===== config.mk =====
export PLATFORM = sky130hd
export DESIGN_NAME = coin_change_dispenser
export DESIGN_NICKNAME = d
export VERILOG_FILES = /design/src/rtl/coin_change_dispenser.sv
export SDC_FILE = /design/constraint.sdc
export NUM_CORES = 1
export LEC_CHECK = 0
export CAP_MARGIN = 20
export CORE_MARGIN = 1.5
export CORE_UTILIZATION = 40
export CTS_CLUSTER_DIAMETER = 200
export DETAILED_ROUTE_END_ITERATION = 12
export GPL_TIMING_DRIVEN = 0
export HOLD_SLACK_MARGIN = 0.05
export PLACE_DENSITY = 0.65
export SLEW_MARGIN = 20
export SYNTH_ARGS = -nofsm -noshare
export SYNTH_HDL_FRONTEND = slang
export SYNTH_SLANG_ARGS = --single-unit

===== constraint.sdc =====
create_clock -name clk -period 1.63 [get_ports clk]
set_clock_uncertainty 0.2 [all_clocks]
set_input_delay 0.326 -clock clk [delete_from_list [all_inputs] [get_ports clk]]
set_output_delay 0.326 -clock clk [all_outputs]
set_load 0.01 [all_outputs]

===== src/rtl/coin_change_dispenser.sv =====
// Pays out change owed (units of 100) as 500/100 coins, one ack handshake per coin.
// Define COIN_COUNT_EN to add per-payout coin counters on ports cnt500/cnt100.
module coin_change_dispenser (
  input  logic       clk,
  input  logic       rst,
  input  logic       start,
  input  logic [5:0] amount,
  input  logic       ack,
  output logic       give500,
  output logic       give100,
  output logic       busy,
  output logic       done,
  output logic       err
`ifdef COIN_COUNT_EN
  ,
  output logic [3:0] cnt500,
  output logic [3:0] cnt100
`endif
);

  typedef enum logic [2:0] {
    IDLE   = 3'd0,
    EVAL   = 3'd1,
    PAY500 = 3'd2,
    PAY100 = 3'd3,
    GAP    = 3'd4,
    DONE   = 3'd5,
    ERR    = 3'd6
  } state_t;

  state_t     state_reg, state_next;
  logic [5:0] rem_reg, rem_next;
  logic [7:0] tmo_reg, tmo_next;

  always_ff @(posedge clk or posedge rst) begin
    if (rst) begin
      state_reg <= IDLE;
      rem_reg   <= 6'd0;
      tmo_reg   <= 8'd0;
    end else begin
      state_reg <= state_next;
      rem_reg   <= rem_next;
      tmo_reg   <= tmo_next;
    end
  end

  // The timeout counter only lives in the PAY states; it reads zero on every entry.
  always_comb begin
    state_next = state_reg;
    rem_next   = rem_reg;
    tmo_next   = 8'd0;
    case (state_reg)
      IDLE: begin
        if (start) begin
          rem_next   = amount;
          state_next = EVAL;
        end
      end
      EVAL: begin
        if (rem_reg >= 6'd5)
          state_next = PAY500;
        else if (rem_reg != 6'd0)
          state_next = PAY100;
        else
          state_next = DONE;
      end
      PAY500, PAY100: begin
        if (ack) begin
          rem_next   = (state_reg == PAY500) ? (rem_reg - 6'd5) : (rem_reg - 6'd1);
          state_next = GAP;
        end else begin
          tmo_next = tmo_reg + 8'd1;
          if (tmo_reg == 8'd254)
            state_next = ERR;
        end
      end
      GAP: begin
        if (!ack)
          state_next = EVAL;
      end
      DONE:    state_next = IDLE;
      ERR:     state_next = IDLE;
      default: state_next = IDLE;
    endcase
  end

  assign give500 = (state_reg == PAY500);
  assign give100 = (state_reg == PAY100);
  assign done    = (state_reg == DONE);
  assign err     = (state_reg == ERR);
  assign busy    = (state_reg != IDLE);

`ifdef COIN_COUNT_EN
  logic [3:0] cnt500_reg, cnt100_reg;

  // Counts survive DONE/ERR so the last payout can be read back until the next start.
  always_ff @(posedge clk or posedge rst) begin
    if (rst) begin
      cnt500_reg <= 4'd0;
      cnt100_reg <= 4'd0;
    end else if (state_reg == IDLE && start) begin
      cnt500_reg <= 4'd0;
      cnt100_reg <= 4'd0;
    end else if (ack) begin
      if (state_reg == PAY500)
        cnt500_reg <= cnt500_reg + 4'd1;
      if (state_reg == PAY100)
        cnt100_reg <= cnt100_reg + 4'd1;
    end
  end

  assign cnt500 = cnt500_reg;
  assign cnt100 = cnt100_reg;
`endif

endmodule


## Yosys cells after proc, flatten, opt, wreduce, memory -nomap -nowiden

Index checks and enable logic that the tools add are counted.
Widths: inputs -> output; s select.

- Input port bits: 10
- Word-level logic and storage cells: 38
- Register bits after elaboration: 17
- Output and inout port bits: 5

- Magnitude comparators: 1
- Add/sub/neg operators: 3
- Multiplexer cells: 13
- Equality and inequality tests: 11
- Reductions and logical operators: 7

Operators by type and width:

| operator | count |
|---|---|
| $mux 3 | 6 |
| $mux 6 | 3 |
| $mux 8 | 2 |
| $pmux 3 s4 | 1 |
| $pmux 6 s2 | 1 |
| $eq 3x3->1 const B | 3 |
| $add 8x1->8 const B | 1 |
| $eq 8x8->1 const B | 1 |
| $eq 3x2->1 const B | 2 |
| $ge 6x3->1 const B | 1 |
| $ne 2x2->1 const B | 3 |
| $reduce_and 3->1 | 2 |
| $reduce_bool 6->1 | 1 |
| $sub 6x1->6 const B | 1 |
| $sub 6x3->6 const B | 1 |
| $eq 3x1->1 const B | 1 |
| $logic_not 3->1 | 1 |
| $ne 3x3->1 const B | 1 |
| $reduce_bool 3->1 | 1 |
| $reduce_bool 2->1 | 1 |
| $reduce_or 2->1 | 1 |

## Depth between registers and ports, before layout

- Word-level depth: 4
- Mapped depth: 6
- Depth with buffers taken out: 6

## Worst setup path after synthesis

Ideal clock, no wire load.

- Kind: reg-to-reg
- From: reg rem_reg[0]
- To: reg rem_reg[4]
- Path buffers: 0
- Arrival: 1.472 ns
- Data required time: 1.299 ns
- Period minus slack after synthesis: 1.803 ns
- Cell stages (with the launch flop): 7
- Library setup time: 0.131 ns
- Slack: -0.173 ns
- Cells stage by stage: dfrtp_1 > inv_1 > ha_1 > inv_1 > maj3_1 > nor4b_1 > nor3_2

- Longest elaborated chain between the ends: 4
- Elaborated cells between the ends (all ways): 5
- Classes of those cells: add/sub: 2; mux: 3

RTL lines:

| item | line | source |
|---|---|---|
| start, declared | 32 | `logic [5:0] rem_reg, rem_next;` |
| start signal, assigned | 42 | `rem_reg <= rem_next;` |
| $sub 6x1->6 or $sub 6x3->6 (tied branches) | 69 | `rem_next = (state_reg == PAY500) ? (rem_reg - 6'd5) : (rem_reg - 6'd1);` |
| $mux 6 * | 69 |  |
| $mux 6 * | 68 | `if (ack) begin` |
| $pmux 6 s2 * | 52 | `case (state_reg)` |

Mark *: on every way between the ends. The rest lies on a longest branch, timed or not. The select of a mux whose other input is x is not followed.
A chain may end at the register's enable or synchronous reset.

## Final worst setup path

- From: reg state_reg[2]
- To: out busy

- Longest elaborated chain between the ends: 1

RTL lines:

| item | line | source |
|---|---|---|
| start, declared | 31 | `state_t state_reg, state_next;` |
| start signal, assigned | 41 | `state_reg <= state_next;` |
| $reduce_bool 3->1 | 91 | `assign busy = (state_reg != IDLE);` |
| end, declared | 11 | `output logic busy,` |

Every way passes these cells.

==> metrics.yaml <==
cells_and_area:
  area.growth.synth_to_final_pct: 45.1
  finalNetCount: 167
  fin_area_sq_um: 1580
  drive_above_1_share: 0.404
  layout_common_cells: "dfrtp_1 (15), buf_4 (14), nor2_1 (12)"
  layout_commonest_cell: "dfrtp_1"
  largest_reg_flops: 8
  diodes: 0
synth:
  synth.distinct_cells: 41
  netlist_instances: 114
  syn_nets: 129
  ys_seq_elements: 17
  synth_area_per_cell_sq_um: 9.54
  netlist_area_sq_um: 1090
  ys_seq_area_frac: 0.391
  yosys_warnings: 0
critical_path:
  critPathSlowestCell: "dfrtp_1"
  timing.rr.end: "rem_reg[0]$_DFFE_PP0P_"
  arrival_ps: 1370
  reg2reg_from: "state_reg[2]$_DFFE_PP0P_"
  r2r_slack_ps: -190
  critPathLaunchType: "flop"
  ff2ff_path_depth: 5
  cp_cell_sequence: "buf_6 -> or3_1 -> buf_2"
  cp_max_fo: 5
  cpPeakStageDelay_ps: 420
  critical_path_required_ps: 1100
  critPathKind: "reg2out"
  cp-end-kind: "primary output"
clock_network:
  numCtsBuffers: 3
  cts_root_buf: "clkbuf_4"
  cts_buffer_depth: 2
  cts_max_level: 1
  cts.sinks: 17
  cts.reportedPaths.clkPinSlew_ps: 110
  tritoncts: "built"
  clk_latency_ps: 300
place:
  dpl.hpwl_um: 1600
  place_ws_ps: -520
  gp_congestion: 0.769
  place_area_sq_um: 1280
  portBuffers: 14
sta:
  finalCritPeriodShare: 1.16
  worst_pin_slew_ps: 676
  hold_ws_ps: 208
  hold_viol: 0
  setup_slack_ps: -265
  slew_violations: 0
  fmax_mhz: 528
  tns_ps: -1790
  rsz0062_at_grt: "true"
  period_minus_slack_ps: 1900
  setup_viol: 13
  relSlewSlack: 0.549
floorplanning:
  start_util: 0.431
  rows: 18
  dieArea_sq_um: 3040
  dieHeight_um: 55.1
  die_x_um: 55.1
  ioPinCount: 15
  core_area_sq_um: 2520
global_route:
  first_global_vias: 861
  track_usage: 0.194
  grt_max_degree: 18
  antenna_found_initial: 0
  grt_remaining_overflow: 0
  grt_pass1_wl_um: 4080
power_and_ir_drop:
  p_per_area_nw_per_um2: 1670
  p_leak_nw: 0.708
  peakVddDrop_uv: 1450
job:
  drv_cap: 0
status:
  status: "complete, but fails checks"
  violations: "setup timing"
hold_path:
  min_path_type: "in2async"
detailed_routing:
  drcViolationCount: 0
  wl_met1_um: 1220
  dr.pass1.iters: 4
  drt_iter0_markers: 16
  wl_met3_um: 175
  highest_layer: "met4"
  vias: 959
  antenna_violating_nets_post_route: 0
  wl_met2_um: 1240
  wl_per_cell_um: 14.8
  via_per_inst: 5.30
  routed_wl_um: 2670
layer usage:
layer / global-route usage / vias up
met5: 0 / -
met4: 0.0732 / 0
met1: 0.292 / 452
met2: 0.280 / 31
met3: 0.0242 / 5
li1: - / 471
cells in the mapped netlist, drive strengths merged:
cell type	n	area share
xnor2	2	0.016
buf	3	0.014
a2111oi	1	0.025
maj3	1	0.0092
nand2	8	0.035
and2	1	0.0058
o221ai	1	0.0081
xor2	5	0.040
o21a	1	0.0069
nor3	1	0.0092
clkbuf	2	0.0069
nor2	17	0.059
or3	2	0.016
and3b	1	0.0081
o22ai	3	0.017
o21ai	4	0.018
nand4	1	0.0058
o31ai	2	0.018
a22oi	1	0.012
nor4b	1	0.0081
or3b	1	0.0081
inv	8	0.028
dfrtp	17	0.39
nand3b	1	0.0069
ha	5	0.058
and3	1	0.0058
nand3	7	0.032
mux2i	4	0.037
nand2b	2	0.012
nor3b	1	0.012
a41oi	1	0.015
nor2b	1	0.0058
or4b	2	0.022
and4	1	0.0081
a21oi	4	0.022
worst max-delay path, delay by kind of cell, from the launching register on:
| kind | cells | cell delay [ps] |
|---|---|---|
| buffers and inverters | 2 | 290 |
| AND/OR/NAND/NOR | 1 | 370 |
| flip-flops | 1 | 420 |
what timing repair did:
action,4_1_cts,5_1_grt
buffers inserted,12,7
pin swaps,5,2
hold buffers,0,0
setup endpoints to repair,12,15
cloned,1,0
resized for setup,43,13
metrics by stage:
stage               instances  utilization  power (mW)
floorplan                 114            -        1.47
global placement          158        0.509        1.72
detailed placement        158        0.509        1.75
CTS                       174        0.586        2.36
global route              181        0.625        2.79
finish                    181        0.625        2.63
power by group:
group / switching [mW] / internal (mW) / leakage, nW / total [mW]
clock network: 0.150 / 0.0934 / 0.0139 / 0.243
logic: 0.835 / 0.868 / 0.478 / 1.70
registers: 0.137 / 0.544 / 0.216 / 0.681
how the worst max path moves through the flow:
stage	slack, ps	from	endpoint	cells past startpoint
floorplan	20	rem_reg[1]$_DFFE_PP0P_	rem_reg[4]$_DFFE_PP0P_	6
global placement	-510	state_reg[1]$_DFFE_PP0P_	give100	4
detailed placement	-520	state_reg[1]$_DFFE_PP0P_	give100	4
CTS	-260	state_reg[2]$_DFFE_PP0P_	busy	3
global route	-300	state_reg[2]$_DFFE_PP0P_	busy	3
finish	-270	state_reg[2]$_DFFE_PP0P_	busy	3
cells by family after synthesis:
family,synth area share
buffers and inverters,0.0483
AND/OR/NAND/NOR,0.258
adder cells (fa/ha/maj),0.0667
multiplexers,0.0368
flip-flops,0.391
AO/OA/AOI/OAI,0.143
XOR/XNOR,0.0564
area by class of cell:
| class | instances | area [sq um] |
|---|---|---|
| timing repair buffer | 33 | 275 |
| inverter | 8 | 30.0 |
| clock buffer | 3 | 22.5 |
| buffer | 4 | 48.8 |
| clock inverter | 1 | 7.51 |
| fill | 204 | 945 |
| multi-input combinational | 85 | 728 |
| sequential | 17 | 428 |
| tap | 30 | 37.5 |
Power figures use the tool's default switching activity.
